[config.mk]
export PLATFORM = sky130hd
export DESIGN_NAME = move_collector
export DESIGN_NICKNAME = d
export VERILOG_FILES = /design/src/rtl/move_collector.sv
export SDC_FILE = /design/constraint.sdc
export NUM_CORES = 1
export LEC_CHECK = 0
export BUFFER_PORTS_ARGS = -buffer_cell sky130_fd_sc_hd__buf_2
export CAP_MARGIN = 40
export CORE_MARGIN = 1.5
export CORE_UTILIZATION = 40
export DETAILED_ROUTE_END_ITERATION = 16
export GPL_ROUTABILITY_DRIVEN = 0
export GPL_TIMING_DRIVEN = 0
export PLACE_DENSITY = 0.61
export SLEW_MARGIN = 10
export SYNTH_ARGS = -nofsm -noshare
export SYNTH_HDL_FRONTEND = slang
export SYNTH_SLANG_ARGS = --single-unit
export TNS_END_PERCENT = 10
[constraint.sdc]
create_clock -name clk -period 1.6 [get_ports clk]
set_input_delay 0.32 -clock clk [delete_from_list [all_inputs] [get_ports clk]]
set_output_delay 0.32 -clock clk [all_outputs]
set_load 0.02 [all_outputs]
[src/rtl/move_collector.sv]
// move_collector: collects one move per player and issues each pair to the Morra core.
// Optional MOVE_TIMEOUT_EN drops a lone pending move after TIMEOUT cycles.
module move_collector #(
    parameter int TIMEOUT  = 255,
    parameter int COOLDOWN = 1
) (
    input  logic       clk,
    input  logic       reset,
    input  logic       start,
    input  logic [3:0] setup,
    input  logic       p1_valid,
    input  logic [1:0] p1_move,
    output logic       p1_ready,
    input  logic       p2_valid,
    input  logic [1:0] p2_move,
    output logic       p2_ready,
    input  logic [1:0] partita,
    output logic       core_reset,
    output logic [1:0] primo,
    output logic [1:0] secondo,
    output logic       timeout
);
    typedef enum logic [2:0] {IDLE, START, COLLECT, ISSUE, COOL, DONE} state_t;
    state_t state, state_n;
    logic v1, v2, v1_n, v2_n;
    logic [1:0] m1, m2, m1_n, m2_n;
    logic [3:0] cnt, cnt_n;
    logic acc1, acc2, quit, expire, clr;

    always_comb begin
        acc1 = p1_ready && p1_valid && p1_move != 2'b00 && !start;
        acc2 = p2_ready && p2_valid && p2_move != 2'b00 && !start;
        quit = partita != 2'b00 && (state == COLLECT || state == COOL);
        m1_n = acc1 ? p1_move : m1;
        m2_n = acc2 ? p2_move : m2;
        state_n = state;
        if (start)
            state_n = START;
        else if (quit)
            state_n = DONE;
        else
            case (state)
                START:   state_n = COLLECT;
                COLLECT: state_n = ((v1 || acc1) && (v2 || acc2)) ? ISSUE : COLLECT;
                ISSUE:   state_n = COOLDOWN > 0 ? COOL : COLLECT;
                COOL:    state_n = cnt == 4'(COOLDOWN - 1) ? COLLECT : COOL;
                default: state_n = state;
            endcase
        // slots empty on restart, game end, timeout and when the pair is handed over
        clr = start || quit || expire || state_n == ISSUE;
        v1_n = (v1 || acc1) && !clr;
        v2_n = (v2 || acc2) && !clr;
        cnt_n = (state == COOL && state_n == COOL) ? cnt + 4'd1 : 4'd0;
    end

    always_ff @(posedge clk) begin
        if (reset) begin
            state      <= IDLE;
            v1         <= 1'b0;
            v2         <= 1'b0;
            m1         <= 2'b00;
            m2         <= 2'b00;
            cnt        <= 4'd0;
            core_reset <= 1'b1;
            primo      <= 2'b00;
            secondo    <= 2'b00;
            p1_ready   <= 1'b0;
            p2_ready   <= 1'b0;
        end else begin
            state      <= state_n;
            v1         <= v1_n;
            v2         <= v2_n;
            m1         <= m1_n;
            m2         <= m2_n;
            cnt        <= cnt_n;
            core_reset <= state_n == START;
            primo      <= state_n == START ? setup[3:2] : state_n == ISSUE ? m1_n : 2'b00;
            secondo    <= state_n == START ? setup[1:0] : state_n == ISSUE ? m2_n : 2'b00;
            p1_ready   <= state_n == COLLECT && !v1_n;
            p2_ready   <= state_n == COLLECT && !v2_n;
        end
    end

`ifdef MOVE_TIMEOUT_EN
    logic [9:0] tcnt;
    // a late acceptance of the missing move beats the expiry on the same edge
    assign expire = state == COLLECT && !start && !quit && (v1 ^ v2) && !(acc1 || acc2)
                    && tcnt == 10'(TIMEOUT - 1);
    always_ff @(posedge clk) begin
        if (reset) begin
            tcnt    <= 10'd0;
            timeout <= 1'b0;
        end else begin
            tcnt    <= (state_n == COLLECT && (v1 ^ v2) && (v1_n ^ v2_n)) ? tcnt + 10'd1 : 10'd0;
            timeout <= expire;
        end
    end
`else
    assign expire  = 1'b0;
    assign timeout = 1'b0;
`endif
endmodule

Word-level counts from Yosys, hierarchy flattened. Cells that the tools add are included.

Bits in registers: 20. Output and inout port bits: 8. Input port bits: 15.

$add $sub $neg: 1. Muxes and demuxes: 11. Bitwise gates (word level): 1. Equality and inequality tests: 8. Reduce and logical (&&, ||, !) cells: 27.

Operators by type and width (number): $logic_and A1 B1 Y1 (13); $eq A3 B2 Y1 const B (4); $mux W2 (6); $pmux W3 S4 (1); $mux W3 (3); $eq A3 B1 Y1 const B (2); $eq A3 B3 Y1 const B (2); $reduce_bool A2 Y1 (3); $logic_or A1 B1 Y1 (5); $add A4 B1 Y4 const B (1); $logic_not A1 Y1 (4); $logic_not A4 Y1 (1); $reduce_or A2 Y1 (1); $mux W1 (1); $not A1 Y1 (1).

Longest topological paths before layout.
Depth in word-level cells: 15. Depth in mapped cells: 6. Mapped depth without buffers: 6.

Worst setup path before layout. Ideal clock, no wire load.

Path type: reg-to-reg. Start point: register cnt[0]. End point: register cnt[2]. Setup slack: 36 ps. Stages on the path, launching flop included: 7. Arrival: 1486 ps. Buffers on the path: 0. Period minus slack after synthesis: 1564 ps. Cells stage by stage: dfxtp_1 -> inv_1 -> ha_1 -> or3b_2 -> nor2_1 -> or4b_4 -> nor3_1.

Longest elaborated chain between the ends: 9.

RTL lines: start: declaration (RTL line 27) `logic [3:0] cnt, cnt_n;`; start signal: assignment (RTL line 75) `cnt <= cnt_n;`; $logic_not A4 Y1 (RTL line 46) `COOL: state_n = cnt == 4'(COOLDOWN - 1) ? COLLECT : COOL;`; $mux W3 (RTL line 46); $pmux W3 S4 (RTL line 42) `case (state)`; $mux W3 (RTL line 39) `else if (quit)`; $mux W3 (RTL line 37) `if (start)`; $eq A3 B3 Y1 (RTL line 53) `cnt_n = (state == COOL && state_n == COOL) ? cnt + 4'd1 : 4'd0;`; $logic_and A1 B1 Y1 (RTL line 53); $not A1 Y1 (no source line); $reduce_or A2 Y1 (no source line).

Parallel ways exist; a longest one is shown, timed or not. A chain may end at the register's enable or synchronous reset.

Final worst setup path.
Start point: register state[2]. End point: register secondo[1].

Longest elaborated chain between the ends: 8.

RTL lines: start: declaration (RTL line 24) `state_t state, state_n;`; start signal: assignment (RTL line 70) `state <= state_n;`; parallel branches: the longest is 3 deep, another holds $pmux W3 S4; $mux W3 * (RTL line 39); $mux W3 * (RTL line 37); $eq A3 B2 Y1 (RTL line 78) `secondo <= state_n == START ? setup[1:0] : state_n == ISSUE ? m2_n : 2'b00;`; $mux W2 (RTL line 78); $mux W2 * (RTL line 78); end signal: assignment (RTL line 78); end: declaration (RTL line 20) `output logic [1:0] secondo,`.

Mark *: on every way between the ends.

==> results.py <==
metrics = {
    "grt": {
        "gr-total-overflow": 0,
        "use_met1_pct": 22.4,
        "top_usage_layer": "met2",
        "grt_max_degree": 12,
        "grt_pass1_vias": 809,
        "grt_usage_pct": 18.1,
        "antenna_found_initial": 0,
        "grtUsageMet3_pct": 3.71,
        "grt_pass1_wl_um": 3680,
        "use_met2_pct": 30.8,
    },
    "critical_path": {
        "cp-end-kind": "register",
        "cp_num_cells": 6,
        "criticalPathCategory": "register to register",
        "critPathLaunchType": "register",
        "slowest_delay_ns": 0.32,
        "cp_slowest_cell": "o311ai_4",
        "critPathRequiredTime_ns": 1.85,
        "worst_ep_arrival_time_ns": 1.85,
        "reg2reg_slack_ns": 0.002,
        "path_buf_inv": 2,
        "worstPathMaxFanout": 10,
        "path_delay_family": "compound AO/OA/AOI/OAI gates",
        "path_cells": "buf_2 -> nor3b_4 -> o31ai_2 -> o311ai_4 -> buf_6 -> a32o_1",
        "r2r_cells": 6,
    },
    "clocking": {
        "clk_latency_ns": 0.30,
        "cts_hold_buf": 0,
        "cts_buffers": 3,
        "path_clk_slew_ns": 0.12,
        "clock_sinks": 20,
        "cts_tree": "yes",
        "ctsLongestPathBuffers": 2,
        "cts_root_buf": "clkbuf_4",
        "htree_num_levels": 1,
    },
    "floorplan": {
        "boundaryPins": 23,
        "fp-row-count": 17,
        "die_h_um": 52.7,
        "die_w_um": 52.7,
        "start_util_pct": 43.4,
        "core_area_um2": 2280,
        "die-area_um2": 2780,
    },
    "synth": {
        "syn_inst": 100,
        "syn_area_um2": 988,
        "avgSynthCellArea_um2": 9.88,
        "yosys.cell_types.count": 41,
        "ys_ff_latch": 20,
        "yosysSeqAreaShare_pct": 40.5,
        "ys.warnings.count": 0,
        "syn-num-nets": 117,
    },
    "placed_design": {
        "hpwl_um": 1540,
        "placed_cells": 148,
        "port_buffers": 20,
    },
    "cells_and_area": {
        "syn2layout_area_growth_pct": 26.6,
        "nNetsFinal": 145,
        "layout_commonest_cell": "buf_2",
        "drive_above_1_share_pct": 43.3,
        "fin_cells": 155,
        "post-route-util_pct": 55.0,
        "multiInputGateArea_um2": 593,
        "final.fill_count": 224,
        "antenna_cells": 0,
        "final_cell_mix": "buf_2, dfxtp_1, nand2_1",
        "regArea_um2": 405,
    },
    "timing": {
        "period_share_pct": 99.9,
        "fin_skew_ns": 0.00617,
        "slew_viol_final": 0,
        "hold_viol_final": 0,
        "rsz0062_at_grt": "true",
        "setup_viol": 0,
        "clock.fmax_ghz": 0.626,
        "min_period_ns": 1.60,
    },
    "power": {
        "p_leak_nw": 0.496,
        "power.density_nw_per_um2": 771,
        "ir_drop_mv": 0.657,
    },
    "hold_path": {
        "min_delay_path_depth": 2,
        "hold_class": "input port to register",
    },
    "route": {
        "drc": 0,
        "ant_nets": 0,
        "drtIter0Drc": 16,
        "drt_pass1_iterations": 4,
        "totalWireLength_um": 2150,
        "num_vias": 844,
        "wl_per_cell_um": 13.8,
        "via_per_inst": 5.45,
    },
    "status": {
        "outcome": "finished, final reports clean",
    },
    "job": {
        "cap_violations": 0,
    },
}
## cells by family (layout without fill, tap and decap cells)
group	after synthesis	count (layout)	synth area share, %
and+or+nand+nor	36	36	23.2
AOI/OAI and AO/OA	28	28	24.8
DFF	20	20	40.5
buffers and inverters	10	37	5.95
xor gates and xnor gates	3	3	2.66
adders and majority gates	2	2	2.53
other	1	1	0.379
## worst paths after layout
check,startpoint,end
min,setup[3],primo[1]
min reg2reg,m1[1],m1[1]
max,state[2],secondo[1]
max reg2reg,state[2],secondo[1]
## repair_timing
item | in CTS | in global routing
setup buffers | 3 | 0
gates resized for setup | 9 | 8
cloned | 0 | 0
setup endpoints to repair | 12 | 13
pin swaps | 5 | 6
## registers in the layout, summed over array words and instances (netlist names)
name	count
cnt	4
core_reset	1
m1	2
m2	2
p1_ready	1
p2_ready	1
primo	2
secondo	2
state	3
v1	1
v2	1
## layout make-up
type                            count  area share [%]
Sequential cell                    20            32.4
Multi-Input combinational cell     70            47.4
Tap cell                           28            2.80
Inverter                            4            1.20
Clock buffer                        4            2.90
Buffer                              6            3.50
Timing Repair Buffer               23            9.80
## report_power, final
group          total (W)  internal [W]  switching, W
combinational   0.000152     0.0000671     0.0000846
sequential      0.000516      0.000510    0.00000656
clock           0.000297      0.000139      0.000158
## routing by layer
metal	part of all wire, %	routed length (um)
met5	0	0
met4	1.1	24
met3	3.5	76
met2	47	1010
met1	48	1030
## cell usage after synthesis
master,n,share of area (%)
dfxtp_1,20,41
a21oi_1,6,3.0
nand2_1,6,2.3
nor2_1,5,1.9
nor3_1,5,2.5
a32o_1,4,4.1
inv_1,4,1.5
nand4b_1,4,3.5
nor2b_1,4,2.5
o21ai_0,3,1.5
a2111oi_2,2,3.0
a211oi_1,2,1.5
and2b_1,2,1.5
buf_2,2,1.0
buf_6,2,2.3
ha_1,2,2.5
o21ba_2,2,2.0
xor2_1,2,1.8
a221oi_1,1,0.89
a311oi_1,1,0.89
and2_1,1,0.63
and3b_1,1,0.89
buf_4,1,0.76
clkbuf_1,1,0.38
conb_1,1,0.38
nand2b_1,1,0.63
nand3_1,1,0.51
nor3b_1,1,0.76
nor3b_4,1,1.9
o211ai_1,1,0.76
o21bai_1,1,0.76
o22ai_1,1,0.63
o2bb2ai_1,1,0.89
o311ai_4,1,2.7
o31a_1,1,0.89
o31ai_2,1,1.3
or2_2,1,0.63
or3_1,1,0.63
or3b_2,1,0.89
or4b_4,1,1.4
xnor2_1,1,0.89
## metrics by stage
step	setup TNS (ns)	total power (W)	worst slack [ns]	hold WS [ns]	area [um2]
after CTS	-0.00704	0.000959	-0.00704	0.228	1210
after floorplan	0	0.000617	0.0361	0.440	988
final	0	0.000965	0.00167	0.228	1250
after detailed placement	-0.780	0.000662	-0.133	0.463	1120
after global placement	-0.737	0.000660	-0.122	0.455	1120
after global routing	-0.443	0.00101	-0.0633	0.222	1250
Power figures use the tool's default switching activity.
